[src/rtl/sram_rd_id_if.sv]
// Read-side bus of the interleaved SRAM reader: configuration/start from the
// controller, read strobe/bank/row and delayed valid back to the consumer.
interface sram_rd_id_if #(
  parameter int CYC_BITWIDTH = 8
);
  logic                    start;
  logic [1:0]              data_type;
  logic [3:0]              sram_num;
  logic [3:0]              data_num;
  logic [CYC_BITWIDTH-1:0] cyc_num;
  logic                    rd_req;
  logic                    rd_en;
  logic [3:0]              rd_id;
  logic [7:0]              rd_addr;
  logic                    rd_valid;
  logic [3:0]              rd_valid_id;
  logic                    done;

  modport master (
    output start, data_type, sram_num, data_num, cyc_num, rd_req,
    input  rd_en, rd_id, rd_addr, rd_valid, rd_valid_id, done
  );

  modport slave (
    input  start, data_type, sram_num, data_num, cyc_num, rd_req,
    output rd_en, rd_id, rd_addr, rd_valid, rd_valid_id, done
  );
endinterface

[src/rtl/sram_rd_id.sv]
// Round-robin bank reader: walks data_num items per pass across sram_num banks
// for cyc_num passes, with incremental bank/row/base counters.
module sram_rd_id #(
  parameter int          CYC_BITWIDTH = 8,
  parameter logic [1:0]  DATA_TYPE    = 2'b01
) (
  input  logic           clk,
  input  logic           rst_n,
  sram_rd_id_if.slave    bus
);

  typedef enum logic [1:0] {IDLE, RUN, DRAIN, DONE} state_t;

  state_t                  state_q, state_d;
  logic [3:0]              sram_num_q, data_num_q;
  logic [CYC_BITWIDTH-1:0] cyc_num_q, cyc_q;
  logic [3:0]              id_q, row_q, k_q;
  logic [7:0]              base_q;
  logic                    rd_valid_q;
  logic [3:0]              rd_valid_id_q;
  logic                    rd_en, done;
  logic                    cfg_zero, last_item, last_pass;

  // Zero-length check uses the values being latched by this very start.
  assign cfg_zero  = (bus.sram_num == 4'd0) || (bus.data_num == 4'd0) ||
                     (bus.cyc_num == '0);
  assign last_item = (k_q == data_num_q - 4'd1);
  assign last_pass = (cyc_q == cyc_num_q - CYC_BITWIDTH'(1));

  always_ff @(posedge clk or negedge rst_n) begin
    if (!rst_n) state_q <= IDLE;
    else        state_q <= state_d;
  end

  always_comb begin
    state_d = state_q;
    if (bus.start) begin
      state_d = cfg_zero ? DONE : RUN;
    end else begin
      unique case (state_q)
        RUN:     if (rd_en && last_item && last_pass) state_d = DRAIN;
        DRAIN:   state_d = DONE;
        default: state_d = state_q;
      endcase
    end
  end

  always_comb begin
    rd_en = (state_q == RUN) && bus.rd_req && (bus.data_type == DATA_TYPE);
    done  = (state_q == DONE);
  end

  // start outranks a read issued in the same cycle: that advance is dropped.
  always_ff @(posedge clk or negedge rst_n) begin
    if (!rst_n) begin
      sram_num_q    <= '0;
      data_num_q    <= '0;
      cyc_num_q     <= '0;
      cyc_q         <= '0;
      id_q          <= '0;
      row_q         <= '0;
      k_q           <= '0;
      base_q        <= '0;
      rd_valid_q    <= 1'b0;
      rd_valid_id_q <= '0;
    end else begin
      rd_valid_q    <= rd_en;
      rd_valid_id_q <= id_q;
      if (bus.start) begin
        sram_num_q <= bus.sram_num;
        data_num_q <= bus.data_num;
        cyc_num_q  <= bus.cyc_num;
        cyc_q      <= '0;
        id_q       <= '0;
        row_q      <= '0;
        k_q        <= '0;
        base_q     <= '0;
      end else if (rd_en) begin
        if (last_item) begin
          id_q   <= '0;
          row_q  <= '0;
          k_q    <= '0;
          base_q <= base_q + {4'b0, row_q} + 8'd1;
          cyc_q  <= cyc_q + CYC_BITWIDTH'(1);
        end else begin
          k_q <= k_q + 4'd1;
          if (id_q == sram_num_q - 4'd1) begin
            id_q  <= '0;
            row_q <= row_q + 4'd1;
          end else begin
            id_q <= id_q + 4'd1;
          end
        end
      end
    end
  end

  assign bus.rd_en       = rd_en;
  assign bus.done        = done;
  assign bus.rd_id       = id_q;
  assign bus.rd_addr     = base_q + {4'b0, row_q};
  assign bus.rd_valid    = rd_valid_q;
  assign bus.rd_valid_id = rd_valid_id_q;

endmodule

[src/flat_wrapper.sv]
// flat-port wrapper written by rule: the top's interface ports become plain ports
module sram_rd_id_flat 
#(
  parameter int          CYC_BITWIDTH = 8,
  parameter logic [1:0]  DATA_TYPE    = 2'b01
)
  (clk, rst_n, bus_start, bus_data_type, bus_sram_num, bus_data_num, bus_cyc_num, bus_rd_req, bus_rd_en, bus_rd_id, bus_rd_addr, bus_rd_valid, bus_rd_valid_id, bus_done);
  sram_rd_id_if #(.CYC_BITWIDTH(CYC_BITWIDTH)) bus_i ();
  input  logic clk;
  input  logic rst_n;
  input wire logic [$bits(bus_i.start)-1:0] bus_start;
  input wire logic [$bits(bus_i.data_type)-1:0] bus_data_type;
  input wire logic [$bits(bus_i.sram_num)-1:0] bus_sram_num;
  input wire logic [$bits(bus_i.data_num)-1:0] bus_data_num;
  input wire logic [$bits(bus_i.cyc_num)-1:0] bus_cyc_num;
  input wire logic [$bits(bus_i.rd_req)-1:0] bus_rd_req;
  output wire logic [$bits(bus_i.rd_en)-1:0] bus_rd_en;
  output wire logic [$bits(bus_i.rd_id)-1:0] bus_rd_id;
  output wire logic [$bits(bus_i.rd_addr)-1:0] bus_rd_addr;
  output wire logic [$bits(bus_i.rd_valid)-1:0] bus_rd_valid;
  output wire logic [$bits(bus_i.rd_valid_id)-1:0] bus_rd_valid_id;
  output wire logic [$bits(bus_i.done)-1:0] bus_done;
  assign bus_i.start = bus_start;
  assign bus_i.data_type = bus_data_type;
  assign bus_i.sram_num = bus_sram_num;
  assign bus_i.data_num = bus_data_num;
  assign bus_i.cyc_num = bus_cyc_num;
  assign bus_i.rd_req = bus_rd_req;
  assign bus_rd_en = bus_i.rd_en;
  assign bus_rd_id = bus_i.rd_id;
  assign bus_rd_addr = bus_i.rd_addr;
  assign bus_rd_valid = bus_i.rd_valid;
  assign bus_rd_valid_id = bus_i.rd_valid_id;
  assign bus_done = bus_i.done;
  sram_rd_id #(.CYC_BITWIDTH(CYC_BITWIDTH), .DATA_TYPE(DATA_TYPE)) u_core (.clk(clk), .rst_n(rst_n), .bus(bus_i));
endmodule
[config.mk]
export PLATFORM = sky130hd
export DESIGN_NAME = sram_rd_id_flat
export DESIGN_NICKNAME = d
export VERILOG_FILES = /design/src/rtl/sram_rd_id_if.sv /design/src/rtl/sram_rd_id.sv /design/src/flat_wrapper.sv
export SDC_FILE = /design/constraint.sdc
export NUM_CORES = 1
export LEC_CHECK = 0
export BUFFER_PORTS_ARGS = -buffer_cell sky130_fd_sc_hd__buf_2
export CAP_MARGIN = 10
export CORE_UTILIZATION = 54
export CTS_CLUSTER_SIZE = 12
export DETAILED_ROUTE_END_ITERATION = 12
export PLACE_DENSITY = 0.82
export SKIP_LAST_GASP = 1
export SLEW_MARGIN = 20
export SYNTH_ARGS = -nofsm -noshare
export SYNTH_HDL_FRONTEND = slang
export SYNTH_SLANG_ARGS = --single-unit
[constraint.sdc]
create_clock -name clk -period 6.1 [get_ports clk]
set_clock_uncertainty 0.15 [all_clocks]
set_input_delay 0.305 -clock clk [delete_from_list [all_inputs] [get_ports clk]]
set_output_delay 0.305 -clock clk [all_outputs]
set_load 0.02 [all_outputs]
Yosys cells after proc, flatten, opt, wreduce, memory -nomap -nowiden
Index checks and enable logic that the tools add are counted.
{"block": "totals", "ff_bits": 51, "input_bits": 22, "output_inout_bits": 19}
{"block": "classes", "addsub": 9, "n_eq_ne": 8, "mux": 21, "n_reduce_logical": 16}
{"op": "2-to-1 mux 8 bit", "count": 6}
{"op": "2-to-1 mux 4 bit", "count": 11}
{"op": "adder 8 x 1 -> 8 bit (second input constant)", "count": 2}
{"op": "adder 4 x 1 -> 4 bit (second input constant)", "count": 3}
{"op": "adder 8 x 4 -> 8 bit", "count": 1}
{"op": "equality test 4 bit", "count": 2}
{"op": "equality test 8 bit", "count": 1}
{"op": "logical NOT 4 bit", "count": 2}
{"op": "logical NOT 8 bit", "count": 1}
{"op": "subtractor 4 x 1 -> 4 bit (second input constant)", "count": 2}
{"op": "subtractor 8 x 1 -> 8 bit (second input constant)", "count": 1}
{"op": "2-to-1 mux 2 bit", "count": 3}
{"op": "AND reduction 2 bit", "count": 3}
{"op": "nonzero test 3 bit", "count": 2}
{"op": "equality test 2 x 1 -> 1 bit (second input constant)", "count": 2}
{"op": "equality test 2 bit (second input constant)", "count": 2}
{"op": "logical AND 1 bit", "count": 4}
{"op": "case mux 2 bit (2 select lines)", "count": 1}
{"op": "nonzero test 2 bit", "count": 2}
{"op": "!= test 3 x 2 -> 1 bit (second input constant)", "count": 1}
{"op": "logical OR 1 bit", "count": 2}

Logic depth before layout (Yosys ltp)
{"block": "depth", "depth_word": 8, "mapped_depth": 9, "ltp_nobuf": 8}

Least setup slack after synthesis
OpenSTA, ideal clock, no wires.
{"block": "synth_path", "path_kind": "register -> register", "from": "register u_core.row_q[0]", "to": "register u_core.base_q[6]", "arrival_ns": 2.369, "required_ns": 5.829, "setup_slack_ns": 3.460, "path_stages_with_launch": 9, "n_path_buf": 0, "path_cell_list": "dfrtp_1 ha_1 fa_1 a211oi_1 nor2_1 xor2_1 nand4_1 xnor2_1 a22o_1"}
{"block": "synth_between", "elab_chain_cells": 5}
{"element": "start, declared", "line": "sram_rd_id.sv:17", "rtl": "logic [3:0] id_q, row_q, k_q;"}
{"element": "start signal, assigned", "line": "sram_rd_id.sv:89", "rtl": "row_q <= row_q + 4'd1;"}
{"element": "adder 8 x 4 -> 8 bit"}
{"element": "via bus_rd_addr[4]", "line": "flat_wrapper.sv:19", "rtl": "output wire logic [$bits(bus_i.rd_addr)-1:0] bus_rd_addr;"}
{"element": "adder 8 x 1 -> 8 bit", "line": "sram_rd_id.sv:83", "rtl": "base_q <= base_q + {4'b0, row_q} + 8'd1;"}
{"element": "2-to-1 mux 8 bit", "line": "sram_rd_id.sv:79", "rtl": "if (last_item) begin"}
{"element": "2-to-1 mux 8 bit", "line": "sram_rd_id.sv:78", "rtl": "end else if (rd_en) begin"}
{"element": "2-to-1 mux 8 bit", "line": "sram_rd_id.sv:69", "rtl": "if (bus.start) begin"}
{"element": "end signal, assigned", "line": "sram_rd_id.sv:83"}
{"element": "end, declared", "line": "sram_rd_id.sv:18", "rtl": "logic [7:0] base_q;"}
The timed path passes the listed nets, and every way through them passes these cells. The select of a mux whose other input is x is not followed.
A chain may end at the register's enable or synchronous reset.

Worst setup path in the final report
{"block": "layout_path", "from": "register u_core.row_q[0]", "to": "output bus_rd_addr[4]"}
{"block": "layout_between", "elab_chain_cells": 1}
{"element": "adder 8 x 4 -> 8 bit", "line": "sram_rd_id.sv:101", "rtl": "assign bus.rd_addr = base_q + {4'b0, row_q};"}
{"element": "end, declared", "line": "flat_wrapper.sv:19"}
Every way passes these cells.

==> results.cfg <==
[floorplan]
start_util_pct = 57.92
die_x_um = 74.35
core_area_sq_um = 4880
dieArea_sq_um = 5527
row_count = 25
die_y_um = 74.35
ioPinCount = 41

[drt]
vias = 2183
drc_errors = 0
ant_nets = 0
avgRoutedWirePerCell_um = 14.54
drtPass1Iterations = 4
via_per_inst = 5.700
drt_iter0_drc = 116
detail_route.wirelength_mm = 5.569

[clocking]
cts_resized = 0
insertion_delay_ps = 300
cts_buffer_depth = 2
cts_tree = yes
root_buffer = clkbuf_8
clk_pin_slew_ps = 90
postCtsHoldBufs = 1
cts_max_level = 2
cts_buffers = 5
cts_setup_buffers = 0
clkSinkCount = 51

[worst_setup_path]
crit_arrival_ps = 2340
cp_top_family = adder cells
path_cells = ha_1 > fa_1 > a211oi_1 > nor2_1 > xor2_1 > buf_2
end_kind = output port
cp_max_fo = 6
required_ps = 5640
max_stage_delay_ps = 450
slowest_stage = dfrtp_1
cp.buffers_inverters = 1
cp-start-kind = flip-flop
critPathKind = flip-flop to output port

[layout]
final_cells = 383
fillers = 410
fin_area_sq_um = 3202
num_antenna_cells = 0
layout-drive-gt1-share_pct = 21.20
syn2layout_area_growth_pct = 13.28
postLayoutCoreUtil_pct = 65.62
finish.net_count = 351

[logic_synthesis]
synthArstFlopShare_pct = 100.0
synth_cell_type_count = 47
syn_nets = 310
yosys.area.top_type = dfrtp_1
synth_edf_count = 0
synth-seq-area-share_pct = 45.15
synth-warning-count = 0
synth_ff_type = dfrtp_1
ys_seq_elements = 51
synth_top_area_share_pct = 45.15
avgSynthCellArea_sq_um = 10.28
synth_cells = 275
yosys-top-cells-area = dfrtp_1, xnor2_1, ha_1
synth_area_sq_um = 2826

[timing]
finalSetupViolations = 0
max_freq_mhz = 358.2
post-route-period-util_pct = 45.76
slew_headroom_pct = 49.46
rsz0062_at_grt = false
slew_violations = 0
holdWs_ps = 82.10
tightest_slew_ps = 755.3
setup_tns_ps = 0
period_needed_ps = 2792
finalHoldViolCount = 0
layout_setup_ws_ps = 3308

[place]
post-place-ws_ps = 3403
place.gp.congestion = 0.7849
io_buffers = 40
dpl-instance-area_sq_um = 3085
hpwl_mm = 4.028
dp_cells = 375

[power_and_ir_drop]
p_per_area_nw_per_um2 = 233.5
p_leak_nw = 1.509
p_total_mw = 0.7476
ir_worst_vdd_mv = 0.1619

[global_routing]
grt_pass1_vias = 2057
grt_usage_pct = 21.78
grt_pass1_wl_mm = 9.183
grt-ovfl-total = 0
antenna_found_initial = 0
grt_max_degree = 52

[run]
cap_viol_max_count = 0

[status]
outcome = finished clean

[min_path]
hp-class = input pin to flip-flop
final timing paths:
check / startpoint / end / slack [ps] / depth (start not counted)
max: u_core.row_q[0]$_DFFE_PN0P_ / bus_rd_addr[4] / 3310 / 6
min: bus_cyc_num[0] / u_core.cyc_num_q[0]$_DFFE_PN0P_ / 80 / 3
max reg2reg: u_core.data_num_q[0]$_DFFE_PN0P_ / u_core.cyc_q[5]$_DFFE_PN0P_ / 3340 / 8
min reg2reg: u_core.bus.rd_id[3]$_DFFE_PN0P_ / u_core.bus.rd_valid_id[3]$_DFF_PN0_ / 330 / 0
max in group asynchronous: rst_n / u_core.cyc_q[1]$_DFFE_PN0P_ / 4880 / 3
min in group asynchronous: rst_n / u_core.bus.rd_valid_id[0]$_DFF_PN0_ / 490 / 3
cell usage after synthesis (2+ instances only):
master and count:
ha_1 12, clkbuf_1 4, inv_1 7, o41ai_1 2, nand2_1 26, or3_1 2, mux2_2 11, nand4b_1 4
dfrtp_1 51, nor4_1 3, or2_2 2, o21ai_1 5, and2_1 4, a211oi_1 3, nand4_1 7, nor3_1 7
a21oi_1 6, and3_1 2, nand3_1 13, nor2_2 3, buf_1 2, xor2_1 13, xnor2_1 23, o21ai_0 16
o31ai_1 2, nor2_1 16, buf_2 2, a22o_1 8
cell usage in the layout, fill, tap and decap left out, drive strengths merged, types with 8 or more instances in the layout:
cell,Yosys,routed
dfrtp,51,51
buf,4,41
nand2,26,26
xnor2,23,23
o21ai,21,21
nor2,19,19
xor2,13,13
nand3,13,13
ha,12,12
mux2,11,11
a22o,8,8
nor3,8,8
worst min-delay path: stages:
cell and delay [ps]:
buf_2 90, nand2_1 40, o21ai_0 60
report_power, final:
| part | switching, mW | leakage [nW] | total (mW) | internal, mW |
|---|---|---|---|---|
| clock | 0.110 | 0.0502 | 0.230 | 0.120 |
| combinational | 0.0790 | 0.793 | 0.134 | 0.0555 |
| sequential | 0.0240 | 0.667 | 0.383 | 0.359 |
layout make-up:
type	instances	area, sq um	share of cell area (%)
multi-input combinational	209	1491	46.58
clock buffer	5	68.82	2.149
tap	67	83.83	2.618
timing repair buffer	42	217.7	6.800
clock inverter	2	37.54	1.172
inverter	7	26.28	0.8206
sequential	51	1276	39.86
sequential cells by signal (all words and copies together) (netlist names):
signal                  cells
u_core.base_q               8
u_core.cyc_num_q            8
u_core.cyc_q                8
u_core.bus.rd_id            4
u_core.bus.rd_valid_id      4
u_core.data_num_q           4
u_core.k_q                  4
u_core.row_q                4
u_core.sram_num_q           4
u_core.state_q              2
u_core.bus.rd_valid         1
logic make-up (layout without fill, tap and decap cells):
group,after synthesis,count (layout),share of synthesized area (%)
AOI/OAI and AO/OA,49,49,11.42
xor gates and xnor gates,37,37,12.00
adders and majority gates,13,13,6.020
buffers and inverters,15,56,2.081
DFF,51,51,45.15
muxes,12,12,4.737
and+or+nand+nor,98,98,18.59
routing by layer:
layer	part of all wire, %	wire length, um	global-route usage [%]	vias up
li1	-	-	-	1069
met1	47	2595	27.94	1072
met5	0	0	0	-
met3	2.3	128	3.659	8
met4	1.0	58	6.289	0
met2	50	2787	37.98	34
Power figures use the tool's default switching activity.
